[src/rtl/vdot_seq_ctrl_if.sv]
// Operand-fetch bus between the VDOT sequencer (master) and the operand memory (slave).
// Both operand streams share a request handshake and return on the same beat.
interface vdot_seq_ctrl_if #(
    parameter int LANES  = 4,
    parameter int ELEM_W = 8
);
    logic                      mem_req_valid;
    logic                      mem_req_ready;
    logic [31:0]               mem_addr_a;
    logic [31:0]               mem_addr_b;
    logic                      mem_rvalid;
    logic [LANES*ELEM_W-1:0]   mem_rdata_a;
    logic [LANES*ELEM_W-1:0]   mem_rdata_b;

    modport master (
        output mem_req_valid, mem_addr_a, mem_addr_b,
        input  mem_req_ready, mem_rvalid, mem_rdata_a, mem_rdata_b
    );

    modport slave (
        input  mem_req_valid, mem_addr_a, mem_addr_b,
        output mem_req_ready, mem_rvalid, mem_rdata_a, mem_rdata_b
    );
endinterface

[src/rtl/vdot_seq_ctrl.sv]
// VDOT sequencer: decodes VDOT, fetches LANES-wide operand beats and accumulates a dot product.
// Optional macro VDOT_SAT_EN makes every accumulation saturate instead of wrapping.
module vdot_seq_ctrl #(
    parameter int LANES  = 4,
    parameter int ELEM_W = 8,
    parameter int ACC_W  = 32
) (
    input  logic                   clk,
    input  logic                   rst_n,
    input  logic                   inst_valid,
    input  logic [31:0]            inst,
    input  logic [31:0]            rs1_val,
    input  logic [31:0]            rs2_val,
    vdot_seq_ctrl_if.master        mem,
    output logic                   stall,
    output logic                   busy,
    output logic                   wb_valid,
    output logic [4:0]             wb_rd,
    output logic [31:0]            wb_data,
    output logic                   illegal
);
    localparam logic [6:0]  OPC_VDOT = 7'b0101011;
    localparam logic [31:0] STEP     = 32'(LANES * ELEM_W / 8);
`ifdef VDOT_SAT_EN
    localparam int SUM_W = ACC_W + 8;
`else
    localparam int SUM_W = ACC_W;
`endif

    typedef enum logic [1:0] {IDLE, REQ, WAIT, WB} state_t;

    state_t             state_q, state_d;
    logic [31:0]        addr_a_q, addr_a_d;
    logic [31:0]        addr_b_q, addr_b_d;
    logic [4:0]         rd_q, rd_d;
    logic               sgn_q, sgn_d;
    logic [6:0]         elem_left_q, elem_left_d;
    logic [7:0]         beats_left_q, beats_left_d;
    logic [ACC_W-1:0]   acc_q, acc_d;
    logic               req_valid_q, req_valid_d;
    logic               busy_q, busy_d;
    logic               wb_valid_q, wb_valid_d;
    logic [4:0]         wb_rd_q, wb_rd_d;
    logic [31:0]        wb_data_q, wb_data_d;

    logic               idle_vdot;
    logic               accept;
    logic [SUM_W-1:0]   beat_sum;
    logic [ACC_W-1:0]   acc_next;
    logic               unused_inst;

    function automatic logic [SUM_W-1:0] extend(input logic [ELEM_W-1:0] e, input logic sgn);
        return {{(SUM_W-ELEM_W){sgn & e[ELEM_W-1]}}, e};
    endfunction

    assign idle_vdot   = rst_n && inst_valid && (inst[6:0] == OPC_VDOT) && (state_q == IDLE);
    assign accept      = idle_vdot && (inst[14:12] <= 3'd1);
    assign illegal     = idle_vdot && (inst[14:12] > 3'd1);
    assign stall       = accept || (state_q != IDLE);
    assign unused_inst = ^inst[24:15];

    // Lanes at or beyond the remaining element count belong past the vector end and add nothing.
    always_comb begin
        beat_sum = '0;
        for (int i = 0; i < LANES; i++) begin
            if (i < int'(elem_left_q)) begin
                beat_sum = beat_sum + extend(mem.mem_rdata_a[i*ELEM_W +: ELEM_W], sgn_q)
                                    * extend(mem.mem_rdata_b[i*ELEM_W +: ELEM_W], sgn_q);
            end
        end
    end

`ifdef VDOT_SAT_EN
    localparam logic [SUM_W-1:0] S_MAX = {{(SUM_W-ACC_W+1){1'b0}}, {(ACC_W-1){1'b1}}};
    localparam logic [SUM_W-1:0] S_MIN = {{(SUM_W-ACC_W+1){1'b1}}, {(ACC_W-1){1'b0}}};
    localparam logic [SUM_W-1:0] U_MAX = {{(SUM_W-ACC_W){1'b0}}, {ACC_W{1'b1}}};
    logic [SUM_W-1:0] wide_sum;

    // Guard bits hold the exact beat total so the clamp sees the true result.
    always_comb begin
        wide_sum = {{(SUM_W-ACC_W){sgn_q & acc_q[ACC_W-1]}}, acc_q} + beat_sum;
        acc_next = wide_sum[ACC_W-1:0];
        if (sgn_q) begin
            if ($signed(wide_sum) > $signed(S_MAX)) begin
                acc_next = S_MAX[ACC_W-1:0];
            end else if ($signed(wide_sum) < $signed(S_MIN)) begin
                acc_next = S_MIN[ACC_W-1:0];
            end
        end else if (wide_sum > U_MAX) begin
            acc_next = U_MAX[ACC_W-1:0];
        end
    end
`else
    assign acc_next = acc_q + beat_sum;
`endif

    always_comb begin
        state_d      = state_q;
        addr_a_d     = addr_a_q;
        addr_b_d     = addr_b_q;
        rd_d         = rd_q;
        sgn_d        = sgn_q;
        elem_left_d  = elem_left_q;
        beats_left_d = beats_left_q;
        acc_d        = acc_q;
        case (state_q)
            IDLE: begin
                if (accept) begin
                    addr_a_d     = rs1_val;
                    addr_b_d     = rs2_val;
                    rd_d         = inst[11:7];
                    sgn_d        = ~inst[12];
                    elem_left_d  = inst[31:25];
                    beats_left_d = ({1'b0, inst[31:25]} + 8'(LANES - 1)) / 8'(LANES);
                    acc_d        = '0;
                    state_d      = (inst[31:25] == 7'd0) ? WB : REQ;
                end
            end
            REQ: begin
                if (mem.mem_req_ready) begin
                    addr_a_d = addr_a_q + STEP;
                    addr_b_d = addr_b_q + STEP;
                    state_d  = WAIT;
                end
            end
            WAIT: begin
                if (mem.mem_rvalid) begin
                    acc_d        = acc_next;
                    beats_left_d = beats_left_q - 8'd1;
                    elem_left_d  = (elem_left_q > 7'(LANES)) ? elem_left_q - 7'(LANES) : 7'd0;
                    state_d      = (beats_left_q == 8'd1) ? WB : REQ;
                end
            end
            WB:      state_d = IDLE;
            default: state_d = IDLE;
        endcase

        // Outputs are registered from the next state so they line up with it.
        req_valid_d = (state_d == REQ);
        busy_d      = (state_d != IDLE);
        wb_valid_d  = (state_d == WB);
        wb_rd_d     = (state_d == WB) ? rd_d : 5'd0;
        wb_data_d   = (state_d == WB) ? acc_d : '0;
    end

    always_ff @(posedge clk or negedge rst_n) begin
        if (!rst_n) begin
            state_q      <= IDLE;
            addr_a_q     <= '0;
            addr_b_q     <= '0;
            rd_q         <= '0;
            sgn_q        <= 1'b0;
            elem_left_q  <= '0;
            beats_left_q <= '0;
            acc_q        <= '0;
            req_valid_q  <= 1'b0;
            busy_q       <= 1'b0;
            wb_valid_q   <= 1'b0;
            wb_rd_q      <= '0;
            wb_data_q    <= '0;
        end else begin
            state_q      <= state_d;
            addr_a_q     <= addr_a_d;
            addr_b_q     <= addr_b_d;
            rd_q         <= rd_d;
            sgn_q        <= sgn_d;
            elem_left_q  <= elem_left_d;
            beats_left_q <= beats_left_d;
            acc_q        <= acc_d;
            req_valid_q  <= req_valid_d;
            busy_q       <= busy_d;
            wb_valid_q   <= wb_valid_d;
            wb_rd_q      <= wb_rd_d;
            wb_data_q    <= wb_data_d;
        end
    end

    assign mem.mem_req_valid = req_valid_q;
    assign mem.mem_addr_a    = addr_a_q;
    assign mem.mem_addr_b    = addr_b_q;
    assign busy              = busy_q;
    assign wb_valid          = wb_valid_q;
    assign wb_rd             = wb_rd_q;
    assign wb_data           = wb_data_q;
endmodule

[src/flat_wrapper.sv]
// flat-port wrapper written by rule: the top's interface ports become plain ports
module vdot_seq_ctrl_flat 
#(
    parameter int LANES  = 4,
    parameter int ELEM_W = 8,
    parameter int ACC_W  = 32
)
  (clk, rst_n, inst_valid, inst, rs1_val, rs2_val, stall, busy, wb_valid, wb_rd, wb_data, illegal, mem_mem_req_valid, mem_mem_addr_a, mem_mem_addr_b, mem_mem_req_ready, mem_mem_rvalid, mem_mem_rdata_a, mem_mem_rdata_b);
  vdot_seq_ctrl_if #(.LANES(LANES), .ELEM_W(ELEM_W)) mem_i ();
  input  logic clk;
  input  logic rst_n;
  input  logic inst_valid;
  input  logic [31:0] inst;
  input  logic [31:0] rs1_val;
  input  logic [31:0] rs2_val;
  output logic stall;
  output logic busy;
  output logic wb_valid;
  output logic [4:0] wb_rd;
  output logic [31:0] wb_data;
  output logic illegal;
  output wire logic [$bits(mem_i.mem_req_valid)-1:0] mem_mem_req_valid;
  output wire logic [$bits(mem_i.mem_addr_a)-1:0] mem_mem_addr_a;
  output wire logic [$bits(mem_i.mem_addr_b)-1:0] mem_mem_addr_b;
  input wire logic [$bits(mem_i.mem_req_ready)-1:0] mem_mem_req_ready;
  input wire logic [$bits(mem_i.mem_rvalid)-1:0] mem_mem_rvalid;
  input wire logic [$bits(mem_i.mem_rdata_a)-1:0] mem_mem_rdata_a;
  input wire logic [$bits(mem_i.mem_rdata_b)-1:0] mem_mem_rdata_b;
  assign mem_mem_req_valid = mem_i.mem_req_valid;
  assign mem_mem_addr_a = mem_i.mem_addr_a;
  assign mem_mem_addr_b = mem_i.mem_addr_b;
  assign mem_i.mem_req_ready = mem_mem_req_ready;
  assign mem_i.mem_rvalid = mem_mem_rvalid;
  assign mem_i.mem_rdata_a = mem_mem_rdata_a;
  assign mem_i.mem_rdata_b = mem_mem_rdata_b;
  vdot_seq_ctrl #(.LANES(LANES), .ELEM_W(ELEM_W), .ACC_W(ACC_W)) u_core (.clk(clk), .rst_n(rst_n), .inst_valid(inst_valid), .inst(inst), .rs1_val(rs1_val), .rs2_val(rs2_val), .mem(mem_i), .stall(stall), .busy(busy), .wb_valid(wb_valid), .wb_rd(wb_rd), .wb_data(wb_data), .illegal(illegal));
endmodule
[config.mk]
export PLATFORM = sky130hd
export DESIGN_NAME = vdot_seq_ctrl_flat
export DESIGN_NICKNAME = d
export VERILOG_FILES = /design/src/rtl/vdot_seq_ctrl_if.sv /design/src/rtl/vdot_seq_ctrl.sv /design/src/flat_wrapper.sv
export SDC_FILE = /design/constraint.sdc
export NUM_CORES = 1
export LEC_CHECK = 0
export CAP_MARGIN = 20
export CORE_UTILIZATION = 40
export DETAILED_ROUTE_END_ITERATION = 7
export DONT_BUFFER_PORTS = 1
export SETUP_SLACK_MARGIN = 0.5
export SYNTH_ARGS = -nofsm -noshare
export SYNTH_HDL_FRONTEND = slang
export SYNTH_SLANG_ARGS = --single-unit
[constraint.sdc]
create_clock -name clk -period 12.2 [get_ports clk]
set_input_delay 3.66 -clock clk [delete_from_list [all_inputs] [get_ports clk]]
set_output_delay 3.66 -clock clk [all_outputs]
set_load 0.02 [all_outputs]
==> results of run 1 <==
-- cells in the mapped netlist, types with 5 or more instances --
master	n
inv_1	370
nand2_1	368
fa_1	284
ha_1	269
a21oi_1	230
o21ai_0	185
nor2_1	171
and2_1	162
dfrtp_1	159
xnor2_1	112
clkbuf_1	107
nand3_1	82
a21o_1	66
xor2_1	51
and3_1	46
nand2b_1	42
o22ai_1	32
nor3_1	29
nor2b_1	26
nand4_1	25
o21a_1	25
a31oi_1	22
a211oi_1	16
o21bai_1	16
mux2_2	14
o211ai_1	12
or3_1	12
or2_2	11
buf_1	10
o31ai_1	8
a211o_1	7
a22o_1	7
a21boi_0	6
nor3b_1	6
o32ai_1	6
mux2i_1	5
nor4_1	5
o21ai_1	5
o311ai_0	5
-- path summary, 6_finish.rpt --
| path | start | endpoint | slack (ps) | cells past startpoint |
|---|---|---|---|---|
| min in group asynchronous | rst_n | u_core.mem.mem_addr_a[30] | 2920 | 0 |
| max | mem_mem_rdata_b[11] | u_core.acc_q[30] | -1920 | 63 |
| max in group asynchronous | rst_n | u_core.mem.mem_addr_b[17] | 9010 | 0 |
| min reg2reg | u_core.rd_q[0] | u_core.rd_q[0] | 470 | 2 |
| min | u_core.rd_q[0] | u_core.rd_q[0] | 470 | 2 |
| max reg2reg | u_core.sgn_q | u_core.acc_q[30] | 630 | 63 |
-- per-stage QoR --
stage	instances	worst slack [ps]	cell area, sq um	hold slack (ps)	TNS (ps)
global route	4374	-2380	32100	495	-57590
CTS	4339	-1830	31400	470	-38040
detailed placement	4282	-2600	30300	452	-60160
floorplan	3092	-1820	26200	435	-26870
global placement	4282	-2560	30300	448	-60970
finish	4374	-1920	32100	470	-41960
-- timing repair --
item / in CTS / in global routing
endpoints found under the setup margin: 44 / 44
pin swaps: 54 / 127
gates resized for setup: 81 / 82
setup buffers: 25 / 34
-- logic make-up after synthesis --
kind of cell	share of synthesized area
multiplexers	0.00852
adder cells (fa/ha/maj)	0.352
XOR/XNOR	0.0555
flip-flops	0.155
AND/OR/NAND/NOR	0.191
buffers and inverters	0.0718
AO/OA/AOI/OAI	0.166
-- registers in the layout, indices dropped and copies added, names as in the netlist, 2 cells and up --
signal	cells
u_core.mem.mem_addr_a	32
u_core.acc_q	32
u_core.mem.mem_addr_b	32
u_core.state_q	2
u_core.wb_rd	5
u_core.rd_q	5
u_core.beats_left_q	8
u_core.elem_left_q	7
u_core.wb_data	32
-- routing by layer --
metal,global-route usage,share of wire,up-vias
met4,0.0615,0.028,0
met5,0,0,-
met3,0.0224,0.037,104
met1,0.297,0.45,11000
li1,-,-,11200
met2,0.365,0.48,440
-- worst max-delay path, delay by kind of cell --
family                   cells  cell delay (ps)
XOR/XNOR                     4              470
buffers and inverters       19             1940
AND/OR/NAND/NOR              9              980
AO/OA/AOI/OAI               20             3090
multiplexers                 1              290
adder cells (fa/ha/maj)     10             3990
-- final cells by class --
class                   instances  area, sq um  area share
flip-flops and latches        159         3980       0.124
clock buffers                  20          437      0.0136
diodes                          1         2.50   0.0000780
multi-input cells            2443        21100       0.658
repair buffers                523         3980       0.124
clock inverters                12          128     0.00398
well taps                     846         1060      0.0330
inverters                     370         1390      0.0434
==> flow_summary.yaml, run 1 <==
synthesis:
  synth.distinct_cells: 83
  syn_avg_cell_area_sq_um: 8.32
  synthArstFlopShare: 1.00
  synth_edf_count: 0
  synth_largest_area_cell: "fa_1"
  synth_area_leaders: "fa_1 22%, dfrtp_1 15%, ha_1 13%, inv_1 5.4%, nand2_1 5.4%"
  syn-cell-area_sq_um: 25700
  ys_warn_count: 0
  netlist.area_leader.share: 0.221
  synthFlopType: "dfrtp_1"
  syn-num-nets: 3810
  synthCells: 3092
  synth-seq-area-share: 0.155
  synth_seq_cells: 159
timing:
  rsz0062_at_grt: "yes"
  period_minus_slack_ps: 14120
  period_share: 1.16
  finalWorstSetupSlack_ps: -1920
  tightest_slew_ps: 944
  hold_viol_final: 0
  fmax_ghz: 0.0708
  setup_viol_count_final: 36
  relSlewSlack: 0.370
  final_max_slew_viol_count: 0
  fin_worst_skew_ps: 8.64
clock_tree:
  cts_tree: "done"
  cts_hold_buffers: 0
  cts_buffers: 17
  h-tree-depth: 4
  clock_path_buffers: 2
  root_buffer: "clkbuf_16"
  clkTransAtPathRegs_ps: 70
  clk-insertion-delay-late_ps: 430
  cts_sinks: 159
floorplan:
  die_w_um: 256
  die_h_um: 256
  start_util: 0.406
  ios: 271
  core_sq_um: 63300
  die_area_sq_um: 65300
  row_count: 92
run_status:
  violations: "setup timing"
  outcome: "finished, violations left"
layout:
  num-nets-final: 4232
  final_util: 0.507
  area_growth_pct: 24.8
  fillers: 6011
  layout_commonest_cell: "buf_4"
  layout-drive-gt1-share: 0.222
  final_cell_mix: "510 x buf_4, 363 x inv_1, 353 x nand2_1"
routing:
  first_iter_violations: 1268
  num_vias: 22800
  detail_route.wl_per_cell_um: 16.3
  vias_per_cell: 5.20
  antenna_left: 0
  drt-total-wl_um: 71400
  first_pass_iters: 5
  post-route-drc-count: 0
place:
  gp_congestion: 0.870
  dp_hpwl_um: 56100
  io_buffers: 0
worst_setup_path:
  critPathArrivalTime_ps: 14440
  worst_ep_required_time_ps: 12520
  critPathKind: "in -> reg"
  cp_slowest_stage_delay_ps: 540
  cpMostUsedCell: "buf_4"
  cp-start-kind: "input pin"
  cp_max_fo: 9
  worstSetupEndpointType: "flip-flop"
  slowest_stage: "fa_1"
global_routing:
  grt_pass1_vias: 22800
  grt_usage: 0.218
  grt_pass1_wl_um: 118000
  grt_antenna_before_repair: 2
  globalRoute.totalOverflow: 0
  grt_max_degree: 161
worst_hold_path:
  hold_path.class: "reg -> reg"
run:
  maxCapViolations: 0
Power of run 1 is left out: the tool's default activity adds up to more than one toggle a clock period on the data nets, which glitch-free logic cannot reach.
==> run 2: changes to the inputs <==
- PLACE_DENSITY: default -> 0.52
==> run 2 against run 1 <==
  * The flow still finishes with violations (setup timing)
  * Sequential cell count stayed put
  * Global-route usage grew 0.53 points
  * Count of clock-buffer cells in the layout down 2
  * Fmax up 1.2%
  * Final cell count fell by 0.32%
  * Wire length up 1.2%
  * Die area is the same
  * Worst hold slack worse by 1.1 ps
  * Non-clock buffer count shrank 15
  * Clock skew rose by 5.8 ps
==> flow_summary.yaml, run 2 (synthesis gave the netlist of run 1 again) <==
worst_setup_path:
  critPathArrivalTime_ps: 14270
  cp_max_fo: 9
  cpMostUsedCell: "fa_1"
  worst_ep_required_time_ps: 12520
  cp-start-kind: "input pin"
  r2r_slack_ps: 770
  r2r_cells: 55
  reg2reg_from: "u_core.sgn_q"
  worstSetupEndpointType: "flip-flop"
  crit_path_start: "mem_mem_rdata_b[3]"
  critPathKind: "in -> reg"
  r2r-end: "u_core.wb_data[31]"
  slowest_stage: "fa_1"
  cp_slowest_stage_delay_ps: 540
timing:
  relSlewSlack: 0.365
  period_minus_slack_ps: 13950
  fin_worst_skew_ps: 14.5
  hold_viol_final: 0
  fmax_ghz: 0.0717
  tightest_slew_ps: 952
  rsz0062_at_grt: "yes"
  setup_viol_count_final: 37
  finalWorstSetupSlack_ps: -1750
  final_max_slew_viol_count: 0
  period_share: 1.14
global_routing:
  grt_max_degree: 161
  busiest_layer: "met2"
  grt_use_met3: 0.0208
  grt_pass1_wl_um: 121000
  grt_antenna_before_repair: 1
  grt_pass1_vias: 23900
  met1_usage: 0.300
  grtUsageMet2: 0.382
  globalRoute.totalOverflow: 0
  grt_usage: 0.223
place:
  placedCellCount: 4285
  dp_hpwl_um: 58200
  io_buffers: 0
  postPlaceCellArea_sq_um: 30300
  gp_congestion: 0.884
  dpl_worst_slack_ps: -2730
floorplan:
  core_sq_um: 63300
  row_count: 92
  start_util: 0.406
  die_h_um: 256
  ios: 271
  die_w_um: 256
  die_area_sq_um: 65300
layout:
  final_cell_mix: "503 x buf_4, 363 x inv_1, 357 x nand2_1"
  layout-drive-gt1-share: 0.217
  fin_cells: 4360
  final_area_sq_um: 31900
  final_util: 0.505
  layout_commonest_cell: "buf_4"
  num-nets-final: 4217
  area_growth_pct: 24.3
routing:
  drt-total-wl_um: 72200
  first_iter_violations: 1049
  detail_route.wl_per_cell_um: 16.6
  antenna_left: 0
  first_pass_iters: 5
  vias_per_cell: 5.26
  post-route-drc-count: 0
  num_vias: 22900
run_status:
  violations: "setup timing"
  outcome: "finished, violations left"
worst_hold_path:
  hold_path.class: "reg -> reg"
  hold_start: "u_core.rd_q[3]"
  hold_end: "u_core.rd_q[3]"
  whs_path_depth: 2
clock_tree:
  cts_buffers: 17
  clk-insertion-delay-late_ps: 440
  cts_sinks: 159
  cts_tree: "done"
  clkTransAtPathRegs_ps: 70
  clock_path_buffers: 2
  root_buffer: "clkbuf_16"
  h-tree-depth: 4
run:
  maxCapViolations: 0
-- run 2: changes by cell type in the layout (fill, tap and decap cells not counted), sizes merged --
cell / change
clkbuf: -2
diode: +1
buf: -15
bufinv: +1
clkinv: +3
inv: -2
-- run 2: through the flow --
stage          hold slack, ps  setup TNS [ps]
3_3_place_gp              450          -60530
5_1_grt                   497          -57800
3_5_place_dp              455          -64760
6_report                  469          -38040
2_1_floorplan             435          -26870
4_1_cts                   474          -35290
-- run 2: routing by layer --
metal / share of wire / wire length [um]
met1: 0.45 / 32700
met2: 0.49 / 35700
met3: 0.029 / 2120
met4: 0.023 / 1640
met5: 0 / 0
-- run 2: layout make-up --
cell class | count | area (sq um)
Timing Repair Buffer | 508 | 3840
Fill cell | 6055 | 31400
Antenna cell | 2 | 5.00
Multi-Input combinational cell | 2443 | 21100
Clock buffer | 18 | 439
Clock inverter | 14 | 158
Tap cell | 846 | 1060
Inverter | 370 | 1390
Sequential cell | 159 | 3980
-- run 2: how the worst max path moves through the flow --
stage	to	slack, ps
CTS	u_core.wb_data[31]	-1690
global route	u_core.wb_data[31]	-2260
finish	u_core.wb_data[31]	-1750
floorplan	u_core.wb_data[31]	-1820
global placement	u_core.wb_data[31]	-2550
detailed placement	u_core.wb_data[31]	-2730
-- run 2: what timing repair did --
action	CTS	global route
hold endpoints to repair	0	0
buffers inserted	33	8
hold buffers	0	0
setup endpoints to repair	44	44
pin swaps	110	65
resized for setup	97	44
-- run 2: critical path: cells and delay by family --
family                     cells  cell delay (ps)
and+or+nand+nor               14             2090
AOI/OAI and AO/OA             15             2460
buffers and inverters          7              500
xor gates and xnor gates       5              830
adders and majority gates     10             3930
muxes                          3              780
Power of run 2 is left out for the same reason.
